--- config.mk ---
export PLATFORM = sky130hd
export DESIGN_NAME = inc_rr_scheduler
export DESIGN_NICKNAME = d
export VERILOG_FILES = /design/src/rtl/inc_rr_scheduler.sv
export SDC_FILE = /design/constraint.sdc
export NUM_CORES = 1
export LEC_CHECK = 0
export BUFFER_PORTS_ARGS = -buffer_cell sky130_fd_sc_hd__buf_2
export CORE_ASPECT_RATIO = 0.9
export CORE_MARGIN = 1.5
export CORE_UTILIZATION = 40
export CTS_CLUSTER_DIAMETER = 80
export DETAILED_ROUTE_END_ITERATION = 10
export PLACE_DENSITY_LB_ADDON = 0.25
export SYNTH_ARGS = -nofsm -noshare
export SYNTH_HDL_FRONTEND = slang
export SYNTH_SLANG_ARGS = --single-unit
--- constraint.sdc ---
create_clock -name clk -period 2.2 [get_ports clk]
set_input_delay 0.22 -clock clk [delete_from_list [all_inputs] [get_ports clk]]
set_output_delay 0.22 -clock clk [all_outputs]
set_load 0.02 [all_outputs]
--- src/rtl/inc_rr_scheduler.sv ---
`default_nettype none
// ============================================================================
// Module      : inc_rr_scheduler
// Description : Shares one WIDTH-bit incrementer (a + 1, modulo 2^WIDTH)
//               among N_REQ requesters. A round-robin arbiter picks one
//               valid requester per cycle; its operand is incremented and
//               registered into a single-entry response slot tagged with
//               the requester ID.
// Revision    : 1.0 - initial release
// ----------------------------------------------------------------------------
// Ports
//   clk        in   1            rising-edge clock
//   rst        in   1            asynchronous active-high reset
//   req_valid  in   N_REQ        per-requester operand valid
//   req_data   in   N_REQ*WIDTH  operands, requester i at [i*WIDTH +: WIDTH]
//   req_ready  out  N_REQ        one-hot grant (combinational)
//   rsp_valid  out  1            response slot occupied
//   rsp_data   out  WIDTH        incremented operand
//   rsp_id     out  ID_W         requester that produced rsp_data
//   rsp_ovf    out  1            operand was all-ones, result wrapped to 0
//   rsp_ready  in   1            consumer accepts response
// ============================================================================
module inc_rr_scheduler #(
   parameter int N_REQ = 4,
   parameter int WIDTH = 4,
   parameter int ID_W  = 2
) (
   input  logic                   clk,
   input  logic                   rst,
   input  logic [N_REQ-1:0]       req_valid,
   input  logic [N_REQ*WIDTH-1:0] req_data,
   output logic [N_REQ-1:0]       req_ready,
   output logic                   rsp_valid,
   output logic [WIDTH-1:0]       rsp_data,
   output logic [ID_W-1:0]        rsp_id,
   output logic                   rsp_ovf,
   input  logic                   rsp_ready
);

   typedef enum logic [0:0] {
      IDLE = 1'b0,
      FULL = 1'b1
   } state_t;

   localparam logic [ID_W:0]   c_n_req   = (ID_W+1)'(N_REQ);
   localparam logic [ID_W-1:0] c_last_id = ID_W'(N_REQ-1);

   state_t            r_state;
   state_t            w_state_nxt;
   logic [ID_W-1:0]   r_rr_ptr;
   logic [WIDTH-1:0]  r_rsp_data;
   logic [ID_W-1:0]   r_rsp_id;
   logic              r_rsp_ovf;

   logic [ID_W:0]     w_cand;
   logic              w_found;
   logic [ID_W-1:0]   w_gnt_id;
   logic              w_slot_free;
   logic              w_accept;
   logic [WIDTH-1:0]  w_operand;
   logic [ID_W-1:0]   w_ptr_nxt;

   // Round-robin search: walk the requesters starting at r_rr_ptr and
   // keep the first valid one. The candidate index is kept one bit wider
   // so the wrap past N_REQ-1 can be folded back with a single subtract.
   always_comb begin
      w_found  = 1'b0;
      w_gnt_id = '0;
      w_cand   = '0;
      for (int k = 0; k < N_REQ; k++) begin
         w_cand = {1'b0, r_rr_ptr} + (ID_W+1)'(k);
         if (w_cand >= c_n_req) begin
            w_cand = w_cand - c_n_req;
         end
         if (!w_found && req_valid[w_cand[ID_W-1:0]]) begin
            w_found  = 1'b1;
            w_gnt_id = w_cand[ID_W-1:0];
         end
      end
   end

   assign rsp_valid   = (r_state == FULL);
   assign w_slot_free = !rsp_valid || rsp_ready;

   // Grant is held off while rst is high so nothing appears to handshake
   // on the edge that reset is discarding.
   always_comb begin
      req_ready = '0;
      if (!rst && w_found && w_slot_free) begin
         req_ready[w_gnt_id] = 1'b1;
      end
   end

   assign w_accept  = |(req_valid & req_ready);
   assign w_operand = req_data[w_gnt_id*WIDTH +: WIDTH];
   assign w_ptr_nxt = (w_gnt_id == c_last_id) ? '0 : w_gnt_id + 1'b1;

   // Next-state logic. FULL only drains to IDLE when the consumer takes
   // the response and nothing new is accepted in the same cycle.
   always_comb begin
      w_state_nxt = r_state;
      case (r_state)
         IDLE: begin
            if (w_accept) begin
               w_state_nxt = FULL;
            end
         end
         FULL: begin
            if (rsp_ready && !w_accept) begin
               w_state_nxt = IDLE;
            end
         end
         default: begin
            w_state_nxt = IDLE;
         end
      endcase
   end

   always_ff @(posedge clk or posedge rst) begin
      if (rst) begin
         r_state <= IDLE;
      end else begin
         r_state <= w_state_nxt;
      end
   end

   // Response slot and pointer only move on an accepted request; a stall
   // leaves everything untouched.
   always_ff @(posedge clk or posedge rst) begin
      if (rst) begin
         r_rsp_data <= '0;
         r_rsp_id   <= '0;
         r_rsp_ovf  <= 1'b0;
         r_rr_ptr   <= '0;
      end else if (w_accept) begin
         r_rsp_data <= w_operand + 1'b1;
         r_rsp_id   <= w_gnt_id;
         r_rsp_ovf  <= &w_operand;
         r_rr_ptr   <= w_ptr_nxt;
      end
   end

   assign rsp_data = r_rsp_data;
   assign rsp_id   = r_rsp_id;
   assign rsp_ovf  = r_rsp_ovf;

endmodule
`default_nettype wire

==> impl_metrics.json, run 1 <==
{
  "drt_iter0_drc": 10,
  "min_period_ns": 2.36,
  "initial_core_util_pct": 43.7,
  "min_period_over_period_pct": 107,
  "irDropWorstVdd_mv": 1.17,
  "core_area_um2": 1720,
  "stdcell_area_um2": 1400,
  "slew-limit-headroom_pct": 52.9,
  "first_pass_iters": 4,
  "end_kind": "register",
  "synth_flop_cell": "dfrtp_1",
  "antenna_cells": 0,
  "synth_area_leader_cell": "dfrtp_1",
  "htree_levels": 1,
  "vias_per_cell": 5.05,
  "worstRegToRegCells": 8,
  "path_max_fanout": 8,
  "yosys_warnings": 0,
  "cp-start-kind": "register",
  "yosysTopAreaCellShare_pct": 33.4,
  "clockBufferDepth": 2,
  "antenna_found_initial": 0,
  "io_buffers": 34,
  "synth_seq_cells": 10,
  "syn2layout_area_growth_pct": 87.0,
  "worstSetupPathType": "register to register",
  "synth_area_leaders": "dfrtp_1, mux2i_1, ha_1",
  "finClkSkew_ns": 0.00622,
  "syn_inst": 77,
  "whs_path_depth": 3,
  "clk_latency_ns": 0.27,
  "grt_pass1_wl_mm": 3.08,
  "netlist_area_um2": 749,
  "post-place-ws_ns": -0.213,
  "final_antenna_net_count": 0,
  "synth_nets": 105,
  "drive_above_1_share_pct": 71.0,
  "yosysUniqueCellTypes": 24,
  "track_usage_pct": 19.0,
  "outcome": "finished with violations",
  "cellPowerDensity_nw_per_um2": 1310,
  "die_area_um2": 2140,
  "ys_seq_area_share_pct": 33.4,
  "violations": "setup timing",
  "setup_ws_ns": -0.161,
  "cts_tree": "done",
  "wl_per_cell_um": 13.8,
  "setup_viol": 14,
  "placed_area_um2": 1080,
  "arrival_ns": 2.52,
  "fin_nets": 167,
  "drc": 0,
  "worst_slew_pin_slew_ns": 0.701,
  "die_w_um": 48.6,
  "critPathRequiredTime_ns": 2.35,
  "place_hpwl_mm": 1.36,
  "max_freq_ghz": 0.423,
  "rsz0062_at_grt": "true",
  "maxCapViolations": 0,
  "num-fill-cells": 112,
  "p_leak_nw": 0.704,
  "async_reset_ff_share_pct": 100,
  "clkSinkCount": 10,
  "gr-total-overflow": 0,
  "hold_class": "primary input to register",
  "grt_pass1_vias": 762,
  "totalWireLength_mm": 2.24,
  "hold_violations": 0,
  "grt_max_degree": 12,
  "num_vias": 818,
  "post-route-util_pct": 81.6,
  "synth_edf_count": 0,
  "ios": 35,
  "cts_buffers": 3,
  "slew_violations": 0,
  "path_clk_slew_ns": 0.07,
  "cts-root-buf": "clkbuf_4",
  "die_h_um": 44.1,
  "gp_congestion": 0.827,
  "synth_area_per_cell_um2": 9.73,
  "num_rows": 14
}
## area by class of cell
class | instances | area (um2) | area share [%]
Sequential cell | 10 | 251 | 17.9
Inverter | 5 | 23.8 | 1.70
Clock buffer | 4 | 36.3 | 2.59
Timing Repair Buffer | 59 | 447 | 31.9
Multi-Input combinational cell | 60 | 613 | 43.8
Tap cell | 24 | 30.0 | 2.14
## Yosys cell counts, drive strengths merged, types with 4 or more instances
library cell   n
o21ai          7
nor2b          4
ha             5
inv            5
dfrtp         10
mux2i          9
and2           4
nand2          9
mux2           5
## worst max-delay path, stage by stage (launching register included)
cell       delay [ns]
dfrtp_1          0.38
nor2b_2          0.06
or4b_4           0.55
o41ai_4          0.08
clkbuf_16        0.23
mux2i_1          0.08
mux2_4           0.28
o31a_1           0.29
o31a_1           0.29
## metrics by stage
| step | instances | total power, mW | setup TNS [ns] | hold WS (ns) |
|---|---|---|---|---|
| final | 162 | 1.84 | -0.768 | 0.226 |
| after CTS | 160 | 1.58 | -0.470 | 0.230 |
| after global placement | 151 | 1.20 | -0.751 | 0.219 |
| after floorplan | 77 | 0.898 | -0.307 | 0.0602 |
| after detailed placement | 151 | 1.22 | -1.38 | 0.222 |
| after global routing | 162 | 1.96 | -1.86 | 0.230 |
## path summary, 6_finish.rpt
kind	start	to	slack (ns)
hold / removal	rsp_ready	rsp_valid$_DFF_PP0_	0.23
hold reg to reg	rsp_data[0]$_DFFE_PP0P_	rsp_data[0]$_DFFE_PP0P_	0.48
min in group asynchronous	rst	rsp_valid$_DFF_PP0_	0.48
max in group asynchronous	rst	r_rr_ptr[1]$_DFFE_PP0P_	1.43
setup / recovery	r_rr_ptr[0]$_DFFE_PP0P_	rsp_data[3]$_DFFE_PP0P_	-0.16
setup reg to reg	r_rr_ptr[0]$_DFFE_PP0P_	rsp_data[3]$_DFFE_PP0P_	-0.16
## flip-flops by register name (all words and copies together), names as in the netlist
signal and cells:
rsp_valid 1, rsp_data 4, r_rr_ptr 2, rsp_id 2, rsp_ovf 1
## layer usage
metal / vias to the layer above / share of wire [%] / track usage (%)
met5: - / 0 / 0
met4: 0 / 0.36 / 1.71
met3: 2 / 4.9 / 6.42
met2: 31 / 56 / 37.3
met1: 392 / 39 / 20.8
li1: 393 / - / -
## timing repair
action,in CTS,in global routing
pin swaps,6,12
gates cloned,0,1
setup buffers,4,2
hold endpoints to repair,10,0
gates resized for setup,18,43
endpoints found under the setup margin,13,14
hold buffers,1,0
## placed cells by master (no fill, tap or decap), types with 3 or more instances in the layout
cell type  Yosys  routed
and2_4         0       3
buf_2          0      30
buf_4          0      16
buf_6          0       9
clkbuf_4       0       3
dfrtp_1       10       9
ha_4           0       4
mux2_4         0       5
mux2i_1        9       5
mux2i_2        0       4
nand2_1        9       3
nand2_2        0       5
o21ai_1        4       5
## where the power goes
part | internal, mW | switching, mW
clock network | 0.101 | 0.0658
logic | 0.726 | 0.614
registers | 0.275 | 0.0614
## kinds of logic after synthesis
kind of cell               share of synthesized area, %
xor gates and xnor gates                           1.17
and+or+nand+nor                                    19.5
DFF                                                33.4
buffers and inverters                              5.68
muxes                                              19.5
adders and majority gates                          8.35
AOI/OAI and AO/OA                                  12.4
Power figures use the tool's default switching activity.
==> run 2: changes to the inputs <==
--- a/config.mk
+++ b/config.mk
@@ -11,6 +11,7 @@
 export CORE_UTILIZATION = 40
 export CTS_CLUSTER_DIAMETER = 80
 export DETAILED_ROUTE_END_ITERATION = 10
+export GPL_TIMING_DRIVEN = 0
 export PLACE_DENSITY_LB_ADDON = 0.25
 export SYNTH_ARGS = -nofsm -noshare
 export SYNTH_HDL_FRONTEND = slang
==> impl_metrics.json, run 2 (same netlist as run 1, synthesis figures left out) <==
{
  "die_w_um": 48.6,
  "die_area_um2": 2140,
  "antenna_found_initial": 0,
  "crit_path_cell_trace": "nor2b_2 > or4b_1 > o41ai_2 > bufbuf_16 > buf_6 > mux2i_1 > mux2_4 > o31a_1 > o31a_1",
  "cellPowerDensity_nw_per_um2": 1310,
  "drive_above_1_share_pct": 57.3,
  "worstSetupPathType": "register to register",
  "cpPeakStageDelay_ns": 0.49,
  "first_pass_iters": 4,
  "outcome": "finished with violations",
  "core_area_um2": 1720,
  "regArea_um2": 250,
  "min_period_over_period_pct": 111,
  "r2r_slack_ns": -0.25,
  "slew_violations": 0,
  "violations": "setup timing",
  "slowest_stage": "or4b_1",
  "antenna_cells": 0,
  "post-place-ws_ns": -0.320,
  "worstReg2RegEnd": "rsp_data[3]$_DFFE_PP0P_",
  "rsz0062_at_grt": "true",
  "cts_tree": "done",
  "layout.cells.most_common_list": "buf_2, buf_4, dfrtp_1, mux2i_1, nand2_1",
  "hp-start": "rsp_ready",
  "initial_core_util_pct": 43.7,
  "irDropWorstVdd_mv": 0.916,
  "arrival_ns": 2.60,
  "totalWireLength_mm": 1.95,
  "maxCapViolations": 0,
  "end_kind": "register",
  "num_rows": 14,
  "num-fill-cells": 136,
  "multiInputGateArea_um2": 543,
  "cp_top_family": "compound AO/OA/AOI/OAI gates",
  "drc": 0,
  "ios": 35,
  "post-route-util_pct": 72.3,
  "grt_max_degree": 11,
  "clk_latency_ns": 0.27,
  "crit_buf_inv": 2,
  "syn2layout_area_growth_pct": 65.6,
  "p_leak_nw": 0.648,
  "largest_reg_flops": 4,
  "io_buffers": 34,
  "cp-start-kind": "register",
  "vias_per_cell": 5.00,
  "whs_path_depth": 3,
  "place_hpwl_mm": 1.20,
  "hold_violations": 0,
  "hold_class": "primary input to register",
  "crit_top_cell": "o31a_1",
  "cts-root-buf": "clkbuf_4",
  "htree_levels": 1,
  "min_period_ns": 2.45,
  "track_usage_pct": 19.1,
  "hold_end": "rsp_valid$_DFF_PP0_",
  "cts_buffers": 3,
  "critPathRequiredTime_ns": 2.35,
  "clockBufferDepth": 2,
  "worst_slew_pin_slew_ns": 0.914,
  "slew-limit-headroom_pct": 38.6,
  "setup_viol": 14,
  "num_vias": 775,
  "timing.rr.start": "r_rr_ptr[0]$_DFFE_PP0P_",
  "fin_tns_setup_ns": -2.00,
  "max_freq_ghz": 0.409,
  "final_antenna_net_count": 0,
  "gp_congestion": 0.706,
  "gr-total-overflow": 0,
  "fin_nets": 161,
  "wl_per_cell_um": 12.6,
  "finClkSkew_ns": 0.00339,
  "setup_ws_ns": -0.246,
  "die_h_um": 44.1,
  "worstRegToRegCells": 9,
  "path_max_fanout": 5,
  "grt_pass1_vias": 724,
  "clkSinkCount": 10,
  "layout_commonest_cell": "buf_2",
  "path_clk_slew_ns": 0.06,
  "drt_iter0_drc": 9,
  "grt_pass1_wl_mm": 3.14
}
run 2: cell types whose count changed in the layout (fill, tap and decap cells not counted), sizes merged:
cell    previous run  this run
bufbuf             0         1
nand2              9        10
buf               56        48
clkbuf             6         5
run 2: through the flow:
stage / power, mW / hold WS, ns / cells / area [um2]
6_report: 1.63 / 0.242 / 155 / 1240
5_1_grt: 1.75 / 0.264 / 155 / 1240
2_1_floorplan: 0.898 / 0.0602 / 77 / 756
3_3_place_gp: 1.07 / 0.223 / 135 / 956
3_5_place_dp: 1.09 / 0.220 / 135 / 956
4_1_cts: 1.53 / 0.252 / 151 / 1180
run 2: worst max path at each step:
stage	from	end	slack, ns	cells past startpoint
2_1_floorplan	r_rr_ptr[0]$_DFFE_PP0P_	r_rr_ptr[1]$_DFFE_PP0P_	-0.09	10
3_3_place_gp	req_valid[2]	rsp_data[1]$_DFFE_PP0P_	-0.30	11
3_5_place_dp	req_valid[2]	rsp_data[1]$_DFFE_PP0P_	-0.32	11
4_1_cts	r_rr_ptr[0]$_DFFE_PP0P_	rsp_data[3]$_DFFE_PP0P_	-0.21	9
5_1_grt	r_rr_ptr[0]$_DFFE_PP0P_	rsp_data[1]$_DFFE_PP0P_	-0.33	10
6_report	r_rr_ptr[0]$_DFFE_PP0P_	rsp_data[3]$_DFFE_PP0P_	-0.25	9
run 2: power breakdown:
| part | internal (mW) | switching [mW] |
|---|---|---|
| registers | 0.273 | 0.0459 |
| logic | 0.645 | 0.543 |
| clock network | 0.0632 | 0.0609 |
run 2: timing repair:
item,4_1_cts,5_1_grt
setup endpoints to repair,14,14
gates resized for setup,20,9
cloned,2,0
pin swaps,5,3
setup buffers,10,4
endpoints found under the hold margin,10,0
hold buffers,1,0
run 2: routing by layer:
metal	share of wire [%]	routed length, um	track usage (%)	vias to the layer above
met4	0.62	12	6.29	0
met1	45	881	23.6	362
li1	-	-	-	382
met3	6.0	117	5.41	4
met5	0	0	0	-
met2	48	938	32.9	27
run 2: area by class of cell:
type / count / share of cell area [%]
plain buffers: 2 / 3.73
flip-flops and latches: 10 / 20.2
multi-input cells: 61 / 43.8
clock buffers: 3 / 1.81
well taps: 24 / 2.42
inverters: 5 / 1.51
repair buffers: 50 / 26.6
run 2: worst min-delay path, cell delays in order:
cell and delay, ns:
buf_2 0.08, nor2b_1 0.04, nand2b_1 0.13
==> run 3: changes to the inputs <==
--- a/config.mk
+++ b/config.mk
@@ -5,6 +5,7 @@
 export SDC_FILE = /design/constraint.sdc
 export NUM_CORES = 1
 export LEC_CHECK = 0
+export ABC_AREA = 1
 export BUFFER_PORTS_ARGS = -buffer_cell sky130_fd_sc_hd__buf_2
 export CORE_ASPECT_RATIO = 0.9
 export CORE_MARGIN = 1.5
==> impl_metrics.json, run 3 <==
{
  "end_kind": "register",
  "slew_violations": 0,
  "yosysMostFrequentCell": "nand2_1",
  "num-fill-cells": 263,
  "grt_pass1_wl_mm": 4.46,
  "gr-total-overflow": 0,
  "synth_area_leaders": "dfrtp_1, nand2_1, inv_1",
  "stdcell_area_um2": 1730,
  "max_freq_ghz": 0.423,
  "synth_nets": 202,
  "htree_levels": 1,
  "io_buffers": 34,
  "busiest_layer": "met2",
  "die_w_um": 59.1,
  "synth_seq_cells": 10,
  "rsz0062_at_grt": "true",
  "synth_flop_cell": "dfrtp_1",
  "violations": "setup timing",
  "ios": 35,
  "core_area_um2": 2730,
  "largest_reg_flops": 4,
  "num_vias": 1210,
  "layout.cells.most_common_list": "nand2_1, buf_2, inv_1, nand2_2, buf_4",
  "cts_tree": "done",
  "outcome": "finished with violations",
  "cts_buffers": 3,
  "yosysTopAreaCellShare_pct": 22.1,
  "slew-limit-headroom_pct": 74.6,
  "hp-start": "rsp_ready",
  "use_met1_pct": 25.4,
  "regArea_um2": 251,
  "num_rows": 18,
  "whs_path_depth": 2,
  "cts-root-buf": "clkbuf_4",
  "hold_end": "rsp_valid$_DFF_PP0_",
  "totalWireLength_mm": 2.73,
  "yosys_warnings": 0,
  "track_usage_pct": 18.6,
  "clkSinkCount": 10,
  "synth_area_leader_cell": "dfrtp_1",
  "worstRegToRegCells": 21,
  "min_period_over_period_pct": 108,
  "netlist_area_um2": 1130,
  "syn2layout_area_growth_pct": 53.0,
  "synth_edf_count": 0,
  "drt_iter0_drc": 19,
  "layout_commonest_cell": "nand2_1",
  "first_pass_iters": 4,
  "initial_core_util_pct": 41.6,
  "worstSetupPathType": "register to register",
  "maxCapViolations": 0,
  "path_max_fanout": 6,
  "async_reset_ff_share_pct": 100,
  "gp_congestion": 0.835,
  "worstReg2RegEnd": "rsp_data[3]$_DFFE_PP0P_",
  "place_hpwl_mm": 1.93,
  "finClkSkew_ns": 0.0112,
  "placed_area_um2": 1430,
  "clk_latency_ns": 0.27,
  "min_period_ns": 2.37,
  "timing.rr.start": "r_rr_ptr[0]$_DFFE_PP0P_",
  "grt_pass1_vias": 1038,
  "hold_class": "primary input to register",
  "vias_per_cell": 4.45,
  "setup_ws_ns": -0.167,
  "multiInputGateArea_um2": 886,
  "clockBufferDepth": 2,
  "drive_above_1_share_pct": 52.6,
  "final_antenna_net_count": 0,
  "fin_nets": 261,
  "wl_per_cell_um": 10.0,
  "grt_max_degree": 11,
  "critPathRequiredTime_ns": 2.35,
  "antenna_found_initial": 0,
  "setup_viol": 14,
  "post-place-ws_ns": -0.359,
  "r2r_slack_ns": -0.17,
  "drc": 0,
  "hold_violations": 0,
  "antenna_cells": 0,
  "die_area_um2": 3160,
  "arrival_ns": 2.52,
  "use_met2_pct": 31.1,
  "whs_ns": 0.128,
  "path_clk_slew_ns": 0.07,
  "worst_slew_pin_slew_ns": 0.381,
  "synth_top_cells_by_count": "nand2_1, inv_1, nand3_1, dfrtp_1, nand2_2",
  "synth_area_per_cell_um2": 6.51,
  "cp-start-kind": "register",
  "syn_inst": 174,
  "use_met3_pct": 3.91,
  "yosysUniqueCellTypes": 22,
  "die_h_um": 53.5,
  "crit_path_start": "r_rr_ptr[0]$_DFFE_PP0P_",
  "ys_seq_area_share_pct": 22.1
}
[run 3: kinds of logic after synthesis]
logic type / count (synthesis) / share of synthesized area [%]
AND/OR/NAND/NOR: 113 / 54.3
flip-flops: 10 / 22.1
buffers and inverters: 37 / 13.9
adder cells (fa/ha/maj): 5 / 5.52
AO/OA/AOI/OAI: 9 / 4.19
[run 3: worst max-delay path by stage]
stage / cells after the start / to / slack (ns)
6_report: 21 / rsp_data[3]$_DFFE_PP0P_ / -0.17
5_1_grt: 20 / rsp_data[3]$_DFFE_PP0P_ / -0.32
4_1_cts: 20 / rsp_data[3]$_DFFE_PP0P_ / -0.15
3_5_place_dp: 19 / rsp_data[3]$_DFFE_PP0P_ / -0.36
3_3_place_gp: 19 / rsp_data[3]$_DFFE_PP0P_ / -0.37
2_1_floorplan: 21 / rsp_data[3]$_DFFE_PP0P_ / -0.09
[run 3: worst max-delay path, stage by stage (launching register included)]
cell and delay [ns]:
dfrtp_1 0.38, buf_6 0.17, clkinv_8 0.08, nand2_4 0.06, nand2_4 0.08, nand2_4 0.07, nand2_4 0.06, nor2_8 0.12
nand3_2 0.08, nand3_2 0.08, nand2_4 0.08, buf_6 0.13, ha_4 0.15, inv_4 0.05, nor2_4 0.03, nand2_2 0.07
nand2_4 0.07, nor2_8 0.14, inv_4 0.05, or2_0 0.20, nand2_1 0.07, nor2_1 0.04
[run 3: area by class of cell]
type                       instances  share of cell area, %
inverter                          35                   8.73
timing repair inverter             1                  0.505
tap                               40                   2.89
multi-input combinational        127                   51.1
clock buffer                       4                   1.52
timing repair buffer              53                   19.5
buffer                             2                   1.30
sequential                        10                   14.5
[run 3: timing repair]
item	in CTS	in global routing
cloned	1	1
hold buffers	1	0
gates resized for setup	25	18
pin swaps	9	8
setup endpoints to repair	14	14
buffers inserted	16	1
hold endpoints to repair	10	0
[run 3: metal layers]
layer / vias to the layer above / share of wire (%)
li1: 653 / -
met1: 521 / 47
met2: 36 / 48
met3: 0 / 4.4
met4: 0 / 0
met5: - / 0
[run 3: through the flow]
step / utilization (%) / TNS, ns / std cells
after floorplan: - / -0.0924 / 174
after CTS: 61.2 / -0.994 / 270
after global routing: 63.6 / -3.31 / 272
final: 63.6 / -1.21 / 272
after detailed placement: 52.5 / -1.92 / 248
after global placement: 52.5 / -1.89 / 248
Power of run 3 is left out: the tool's default activity adds up to more than one toggle a clock period on the data nets, which glitch-free logic cannot reach.
